--- src/rtl/rv32i_regfile_arb_if.sv ---
// Debug/host register-access bus between a requester and rv32i_regfile_arb.
// The requester owns req/we/pc_sel/addr/wdata; the arbiter answers with ack/rdata.
interface rv32i_regfile_arb_if;
  logic        req;
  logic        we;
  logic        pc_sel;
  logic [4:0]  addr;
  logic [31:0] wdata;
  logic        ack;
  logic [31:0] rdata;

  modport master (
    output req, we, pc_sel, addr, wdata,
    input  ack, rdata
  );

  modport slave (
    input  req, we, pc_sel, addr, wdata,
    output ack, rdata
  );
endinterface

--- src/rtl/rv32i_regfile_arb.sv ---
// Arbiter between the RV32I pipeline and a debug port for register file / PC access.
// Optional macro RV32I_REGARB_PC_ACCESS_EN enables PC reads/writes through dbg.pc_sel.
module rv32i_regfile_arb #(
  parameter logic [31:0] RESET_VECTOR = 32'h0000_0000,
  parameter int unsigned DRAIN_CYCLES = 1
) (
  input  logic        clk,
  input  logic        reset_n,
  input  logic [4:0]  core_rs1_idx,
  input  logic [4:0]  core_rs2_idx,
  input  logic [4:0]  core_rd_idx,
  input  logic [31:0] core_new_rd,
  input  logic [31:0] core_new_pc,
  input  logic        core_update_pc,
  input  logic        core_stall,
  output logic        core_hold,
  output logic [4:0]  rf_rs1_idx,
  output logic [4:0]  rf_rs2_idx,
  output logic [4:0]  rf_rd_idx,
  output logic [31:0] rf_new_rd,
  output logic [31:0] rf_new_pc,
  output logic        rf_update_pc,
  output logic        rf_stall,
  input  logic [31:0] rf_rs1,
  input  logic [31:0] rf_pc,
  rv32i_regfile_arb_if.slave dbg
);

  typedef enum logic [2:0] {
    IDLE,
    DRAIN,
    ACCESS,
    CAPTURE,
    ACK,
    RELEASE
  } state_t;

  state_t      state;
  state_t      next_state;
  logic [2:0]  drain_cnt;
  logic        drain_done;
  logic        lat_we;
  logic        lat_pc_sel;
  logic [4:0]  lat_addr;
  logic [31:0] lat_wdata;
  logic [31:0] saved_pc;
  logic [31:0] rdata_q;
  logic        ack_q;
  logic        pc_access;

  assign drain_done = (drain_cnt == 3'(DRAIN_CYCLES - 1));

`ifdef RV32I_REGARB_PC_ACCESS_EN
  assign pc_access = lat_pc_sel;
`else
  // pc_sel is latched for a uniform datapath but never steers the access here.
  assign pc_access = 1'b0 & lat_pc_sel;
`endif

  always_comb begin
    next_state   = state;
    rf_rs1_idx   = core_rs1_idx;
    rf_rs2_idx   = core_rs2_idx;
    rf_rd_idx    = core_rd_idx;
    rf_new_rd    = core_new_rd;
    rf_new_pc    = core_new_pc;
    rf_update_pc = core_update_pc;
    rf_stall     = core_stall;

    case (state)
      IDLE: begin
        if (dbg.req) next_state = DRAIN;
      end

      DRAIN: begin
        rf_stall     = 1'b1;
        rf_update_pc = 1'b0;
        if (drain_done) next_state = ACCESS;
      end

      ACCESS: begin
        rf_rd_idx    = 5'd0;
        rf_stall     = 1'b1;
        rf_update_pc = 1'b0;
        if (lat_we) begin
          // The register file adds 4 after a PC update, so we pre-subtract it.
          rf_stall     = 1'b0;
          rf_update_pc = 1'b1;
          if (pc_access) begin
            rf_new_pc = lat_wdata - 32'd4;
          end else begin
            rf_rd_idx = lat_addr;
            rf_new_rd = lat_wdata;
            rf_new_pc = saved_pc - 32'd4;
          end
          next_state = ACK;
        end else begin
          if (!pc_access) rf_rs1_idx = lat_addr;
          next_state = CAPTURE;
        end
      end

      CAPTURE: begin
        if (!pc_access) rf_rs1_idx = lat_addr;
        rf_rd_idx    = 5'd0;
        rf_stall     = 1'b1;
        rf_update_pc = 1'b0;
        next_state   = ACK;
      end

      ACK: begin
        rf_rd_idx    = 5'd0;
        rf_stall     = 1'b1;
        rf_update_pc = 1'b0;
        next_state   = RELEASE;
      end

      RELEASE: begin
        rf_rd_idx    = 5'd0;
        rf_stall     = 1'b1;
        rf_update_pc = 1'b0;
        if (!dbg.req) next_state = IDLE;
      end

      default: begin
        next_state = IDLE;
      end
    endcase
  end

  always_ff @(posedge clk) begin
    if (!reset_n) begin
      state      <= IDLE;
      core_hold  <= 1'b0;
      ack_q      <= 1'b0;
      rdata_q    <= 32'h0;
      saved_pc   <= RESET_VECTOR;
      drain_cnt  <= 3'd0;
      lat_we     <= 1'b0;
      lat_pc_sel <= 1'b0;
      lat_addr   <= 5'd0;
      lat_wdata  <= 32'h0;
    end else begin
      state     <= next_state;
      core_hold <= (next_state != IDLE);
      ack_q     <= (next_state == ACK);

      if (state == IDLE && dbg.req) begin
        lat_we     <= dbg.we;
        lat_pc_sel <= dbg.pc_sel;
        lat_addr   <= dbg.addr;
        lat_wdata  <= dbg.wdata;
        drain_cnt  <= 3'd0;
      end

      if (state == DRAIN) begin
        saved_pc <= rf_pc;
        if (!drain_done) drain_cnt <= drain_cnt + 3'd1;
      end

      if (state == CAPTURE) rdata_q <= pc_access ? saved_pc : rf_rs1;
    end
  end

  assign dbg.ack   = ack_q;
  assign dbg.rdata = rdata_q;

endmodule

--- src/flat_wrapper.sv ---
// flat-port wrapper written by rule: the top's interface ports become plain ports
module rv32i_regfile_arb_flat 
#(
  parameter logic [31:0] RESET_VECTOR = 32'h0000_0000,
  parameter int unsigned DRAIN_CYCLES = 1
)
  (clk, reset_n, core_rs1_idx, core_rs2_idx, core_rd_idx, core_new_rd, core_new_pc, core_update_pc, core_stall, core_hold, rf_rs1_idx, rf_rs2_idx, rf_rd_idx, rf_new_rd, rf_new_pc, rf_update_pc, rf_stall, rf_rs1, rf_pc, dbg_req, dbg_we, dbg_pc_sel, dbg_addr, dbg_wdata, dbg_ack, dbg_rdata);
  rv32i_regfile_arb_if dbg_i ();
  input  logic clk;
  input  logic reset_n;
  input  logic [4:0] core_rs1_idx;
  input  logic [4:0] core_rs2_idx;
  input  logic [4:0] core_rd_idx;
  input  logic [31:0] core_new_rd;
  input  logic [31:0] core_new_pc;
  input  logic core_update_pc;
  input  logic core_stall;
  output logic core_hold;
  output logic [4:0] rf_rs1_idx;
  output logic [4:0] rf_rs2_idx;
  output logic [4:0] rf_rd_idx;
  output logic [31:0] rf_new_rd;
  output logic [31:0] rf_new_pc;
  output logic rf_update_pc;
  output logic rf_stall;
  input  logic [31:0] rf_rs1;
  input  logic [31:0] rf_pc;
  input wire logic [$bits(dbg_i.req)-1:0] dbg_req;
  input wire logic [$bits(dbg_i.we)-1:0] dbg_we;
  input wire logic [$bits(dbg_i.pc_sel)-1:0] dbg_pc_sel;
  input wire logic [$bits(dbg_i.addr)-1:0] dbg_addr;
  input wire logic [$bits(dbg_i.wdata)-1:0] dbg_wdata;
  output wire logic [$bits(dbg_i.ack)-1:0] dbg_ack;
  output wire logic [$bits(dbg_i.rdata)-1:0] dbg_rdata;
  assign dbg_i.req = dbg_req;
  assign dbg_i.we = dbg_we;
  assign dbg_i.pc_sel = dbg_pc_sel;
  assign dbg_i.addr = dbg_addr;
  assign dbg_i.wdata = dbg_wdata;
  assign dbg_ack = dbg_i.ack;
  assign dbg_rdata = dbg_i.rdata;
  rv32i_regfile_arb #(.RESET_VECTOR(RESET_VECTOR), .DRAIN_CYCLES(DRAIN_CYCLES)) u_core (.clk(clk), .reset_n(reset_n), .core_rs1_idx(core_rs1_idx), .core_rs2_idx(core_rs2_idx), .core_rd_idx(core_rd_idx), .core_new_rd(core_new_rd), .core_new_pc(core_new_pc), .core_update_pc(core_update_pc), .core_stall(core_stall), .core_hold(core_hold), .rf_rs1_idx(rf_rs1_idx), .rf_rs2_idx(rf_rs2_idx), .rf_rd_idx(rf_rd_idx), .rf_new_rd(rf_new_rd), .rf_new_pc(rf_new_pc), .rf_update_pc(rf_update_pc), .rf_stall(rf_stall), .rf_rs1(rf_rs1), .rf_pc(rf_pc), .dbg(dbg_i));
endmodule
--- config.mk ---
export PLATFORM = sky130hd
export DESIGN_NAME = rv32i_regfile_arb_flat
export DESIGN_NICKNAME = d
export VERILOG_FILES = /design/src/rtl/rv32i_regfile_arb_if.sv /design/src/rtl/rv32i_regfile_arb.sv /design/src/flat_wrapper.sv
export SDC_FILE = /design/constraint.sdc
export NUM_CORES = 1
export LEC_CHECK = 0
export CAP_MARGIN = 15
export CELL_PAD_IN_SITES_DETAIL_PLACEMENT = 1
export CELL_PAD_IN_SITES_GLOBAL_PLACEMENT = 2
export CORE_MARGIN = 8
export CORE_UTILIZATION = 20
export CTS_CLUSTER_DIAMETER = 200
export DETAILED_ROUTE_END_ITERATION = 8
export GPL_TIMING_DRIVEN = 1
export PLACE_DENSITY_LB_ADDON = 0.1
export SETUP_SLACK_MARGIN = 0.2
export SYNTH_ARGS = -nofsm -noshare
export SYNTH_HDL_FRONTEND = slang
export SYNTH_SLANG_ARGS = --single-unit
--- constraint.sdc ---
create_clock -name clk -period 5.25 [get_ports clk]
set_input_delay 1.3125 -clock clk [delete_from_list [all_inputs] [get_ports clk]]
set_output_delay 1.3125 -clock clk [all_outputs]
set_load 0.02 [all_outputs]
# Word level (Yosys, flattened, before mapping)
# Index checks and enable logic that the tools add are counted.
word_totals:
  word_cells: 43
  ff_bits: 110
  out_inout_bits: 115
  in_bits: 187
classes:
  muxes: 20
  n_reduce_logical: 6
  eq_ne: 6
  addsub: 2
ops:
  columns: ["operator", "n"]
  rows:
  - ["two-way mux 32 bit", 4]
  - ["subtractor 32 x 3 -> 32 bit, second input constant", 1]
  - ["two-way mux 3 bit", 7]
  - ["case mux 5 bit (2 select lines)", 2]
  - ["case mux 3 bit (6 select lines)", 1]
  - ["two-way mux 5 bit", 2]
  - ["equality test 3 bit, second input constant", 3]
  - ["equality test 3 x 2 -> 1 bit, second input constant", 2]
  - ["zero test 3 bit", 2]
  - ["case mux 1 bit (2 select lines)", 2]
  - ["OR reduction 4 bit", 1]
  - ["adder 3 x 1 -> 3 bit, second input constant", 1]
  - ["equality test 3 x 1 -> 1 bit, second input constant", 1]
  - ["nonzero test 3 bit", 1]
  - ["OR reduction 3 bit", 1]
  - ["two-way mux 1 bit", 2]
  - ["logical AND 1 bit", 1]

# Logic depth before layout (Yosys ltp)
logic_depth:
  word_depth: 5
  mapped_depth: 7

# Worst setup path after synthesis
# No wires, ideal clock.
synth_timing:
  path_type: "flip-flop to output port"
  from: "register u_core.saved_pc[2]"
  to: "output rf_new_pc[28]"
  slack_ns: 1.952
  stages_incl_launch_ff: 8
  arrival_ns: 1.985
  cell_sequence: "dfxtp_1 inv_1 ha_1 nor3b_2 nand4b_1 nand4b_1 xor2_1 o21ai_0"
synth_between:
  elab_chain_len: 3
synth_rtl:
  columns: ["item", "line", "text"]
  rows:
  - ["start, declared", "rv32i_regfile_arb.sv:46", "logic [31:0] saved_pc;"]
  - ["start signal, assigned", "rv32i_regfile_arb.sv:157", "saved_pc <= rf_pc;"]
  - ["subtractor 32 x 3 -> 32 bit", "rv32i_regfile_arb.sv:94", "rf_new_pc = saved_pc - 32'd4;"]
  - ["two-way mux 32 bit", "rv32i_regfile_arb.sv:85", "if (lat_we) begin"]
  - ["two-way mux 32 bit", "rv32i_regfile_arb.sv:70", "case (state)"]
  - ["end, declared", "flat_wrapper.sv:23", "output logic [31:0] rf_new_pc;"]
# Every way passes these cells.

# Final worst setup path
layout_timing:
  from: "register u_core.saved_pc[2]"
  to: "output rf_new_pc[25]"
# The elaborated chain is that of the path after synthesis.

==> flow_summary.yaml <==
routing:
  routed_via_density: 4.345
  first_pass_iters: 4
  drc: 0
  drt_iter0_drc: 154
  ant_nets: 0
  num_vias: 5975
  totalWireLength_mm: 23.77
  avgRoutedWirePerCell_um: 17.29
floorplan:
  die_y_um: 179.2
  dieArea_sq_um: 32120
  core_region_area_sq_um: 26130
  num_rows: 59
  ios: 302
  start_util_pct: 20.39
  die_w_um: 179.2
sta:
  finalSetupViolCount: 0
  worst_pin_slew_ns: 1.032
  slew_headroom_pct: 30.96
  report.final.slew_viol_count: 0
  max_freq_mhz: 221.3
  rsz0062_at_grt: "no"
  finClkSkew_ns: 0.008168
  final.period_utilization_pct: 86.07
  setup_tns_ns: 0
  min_period_ns: 4.519
  final_hold_viol_count: 0
  fin_ws_ns: 0.7315
pwr:
  ir_drop_mv: 0.1301
  power.total_mw: 2.422
  p_sw_share_pct: 33.88
  internal-power_mw: 1.602
  combinationalPowerShare_pct: 32.7
  p_per_area_nw_per_um2: 274.6
  p_sw_mw: 0.8206
  p_leak_nw: 3.302
  p_seq_share_pct: 39.0
  pwr-share-clk_pct: 28.2
cells_and_area:
  final_cell_mix: "nand2_1 (347), clkdlybuf4s50_1 (290), dfxtp_1 (110)"
  drive_gt1_share_pct: 4.423
  diodes: 0
  multi_input_area_sq_um: 2900
  layout.nets: 1225
  layout.cells.non_filler: 1375
  n_fill_cell: 3219
  final_util_pct: 33.75
  regArea_sq_um: 2202
  final_common_cell: "nand2_1"
  area_delta_synth_final_pct: 65.53
worst_setup_path:
  crit_arrival_ns: 3.21
  max_stage_delay_ns: 0.69
  cp.buffers_inverters: 1
  reg2reg_slack_ns: 2.73
  cp-end-kind: "output port"
  cp_slowest_cell: "or4_1"
  timing.rr.end: "u_core.lat_wdata[18]"
  r2r_start: "u_core.state[2]"
  critPathMaxFanout: 10
  criticalPathCategory: "reg -> out"
  reg2reg_depth: 5
  cp-start-kind: "flip-flop"
  worst-path-stages: 6
  cp_cell_sequence: "or4_1, nor4_4, nand2_2, o31ai_1, a21oi_1, clkdlybuf4s50_1"
  crit_required_ns: 3.94
  cpLargestDelayFamily: "simple AND/OR/NAND/NOR gates"
  cp-startpoint: "u_core.saved_pc[2]"
  worstSetupEndpoint: "rf_new_pc[25]"
logic_synthesis:
  synth-edff-count: 0
  ys_seq_area_share_pct: 41.32
  synth_area_leaders: "dfxtp_1 (41%), nand2_1 (24%), a21oi_1 (10%)"
  synth_largest_area_cell: "dfxtp_1"
  synth_cell_types: 45
  synth_seq_cells: 110
  synth.cell_area_sq_um: 5329
  yosys.area.top_type_share_pct: 41.32
  ys_dominant_reg_cell: "dfxtp_1"
  synthCells: 779
  ys_async_sr_fraction_pct: 0
  synth_nets: 969
  syn_area_per_cell_sq_um: 6.841
  synth_warnings: 0
clocking:
  clock-sinks: 110
  clkTransAtPathRegs_ns: 0.08
  cts_max_level: 3
  post-cts-setup-buffers: 0
  cts-resized-gates: 0
  cts_tree: "built"
  cts_max_path_buffers: 2
  cts_made_buffers: 9
  clock_latency_ns: 0.36
  cts_hold_buf: 0
  cts_root_buf: "clkbuf_16"
place:
  port_buffers: 290
  placed_cells: 1359
  gp_congestion: 0.7283
  dp_slack_ns: 0.9692
  hpwl_mm: 17.97
global_route:
  grt_max_degree: 89
  groute.usage.overall_pct: 14.37
  first_global_vias: 6187
  antenna_found_initial: 1
  grt_pass1_wl_mm: 35.65
  overflow: 0
min_path:
  timing.hold.worst.class: "reg -> reg"
job:
  maxCapViolations: 0
outcome:
  outcome: "completed"
worst min path at each step:
stage	from	to	depth (start not counted)
final	u_core.dbg.rdata[26]	u_core.dbg.rdata[26]	2
after CTS	u_core.dbg.rdata[26]	u_core.dbg.rdata[26]	2
after global placement	u_core.dbg.rdata[6]	u_core.dbg.rdata[6]	2
after detailed placement	u_core.dbg.rdata[26]	u_core.dbg.rdata[26]	2
after floorplan	u_core.lat_wdata[0]	u_core.lat_wdata[0]	2
after global routing	u_core.dbg.rdata[6]	u_core.dbg.rdata[6]	2
cell type report:
class | instances | area share [%]
clock inverters | 7 | 0.6525
repair buffers | 301 | 33.84
clock buffers | 9 | 2.553
inverters | 8 | 0.3546
flip-flops and latches | 110 | 24.96
multi-input cells | 605 | 32.88
well taps | 335 | 4.752
logic make-up after synthesis:
family | count (synthesis) | share of synthesized area [%]
flip-flops | 110 | 41.32
AO/OA/AOI/OAI | 153 | 15.21
buffers and inverters | 64 | 4.884
XOR/XNOR | 25 | 4.109
multiplexers | 5 | 1.057
AND/OR/NAND/NOR | 419 | 32.71
adder cells (fa/ha/maj) | 3 | 0.7045
routing by layer:
metal / global-route usage, % / wire length (um) / vias to the layer above
met4: 3.297 / 235 / 2
met2: 23.84 / 11090 / 172
li1: - / - / 3044
met1: 17.23 / 10340 / 2741
met3: 5.666 / 2101 / 16
met5: 0 / 9 / -
metrics by stage:
step	area (sq um)	hold slack, ns
2_1_floorplan	5329	0.4366
3_3_place_gp	8538	0.4427
5_1_grt	8821	0.4749
4_1_cts	8821	0.4585
6_report	8821	0.4545
3_5_place_dp	8538	0.4475
cells in the mapped netlist (2+ instances only):
cell / n
a22o_1: 6
o21ai_1: 7
nor2_1: 16
nor3_1: 11
o31ai_1: 2
a21oi_1: 109
inv_1: 7
or3_1: 3
buf_4: 5
ha_1: 3
o21ai_2: 2
xor2_1: 11
clkbuf_1: 49
nand3_1: 11
a31oi_1: 3
dfxtp_1: 110
nand3b_1: 3
nand4_1: 2
mux2_2: 5
xnor2_1: 14
nor4_1: 5
or4_1: 3
nor4b_1: 2
o21ai_0: 21
nand2_1: 347
nand4b_1: 3
flip-flops by register name, summed over array words and instances (netlist names):
name,cells
u_core.core_hold,1
u_core.dbg.ack,1
u_core.dbg.rdata,32
u_core.drain_cnt,3
u_core.lat_addr,5
u_core.lat_wdata,32
u_core.lat_we,1
u_core.saved_pc,32
u_core.state,3
power by group through the flow:
stage               logic, mW  clock network, mW  registers [mW]
floorplan               0.440                  0           0.958
global placement        0.809                  0           0.965
detailed placement      0.811                  0           0.966
CTS                     0.815              0.723           0.947
global route            0.877              0.751           0.957
finish                  0.793              0.683           0.946
tightest hold or removal path: cells and delay by family, from the launching register on:
kind / cells / cell delay (ns)
AOI/OAI and AO/OA: 1 / 0.05
and+or+nand+nor: 1 / 0.05
DFF: 1 / 0.31
(Power assumes the default switching activity.)
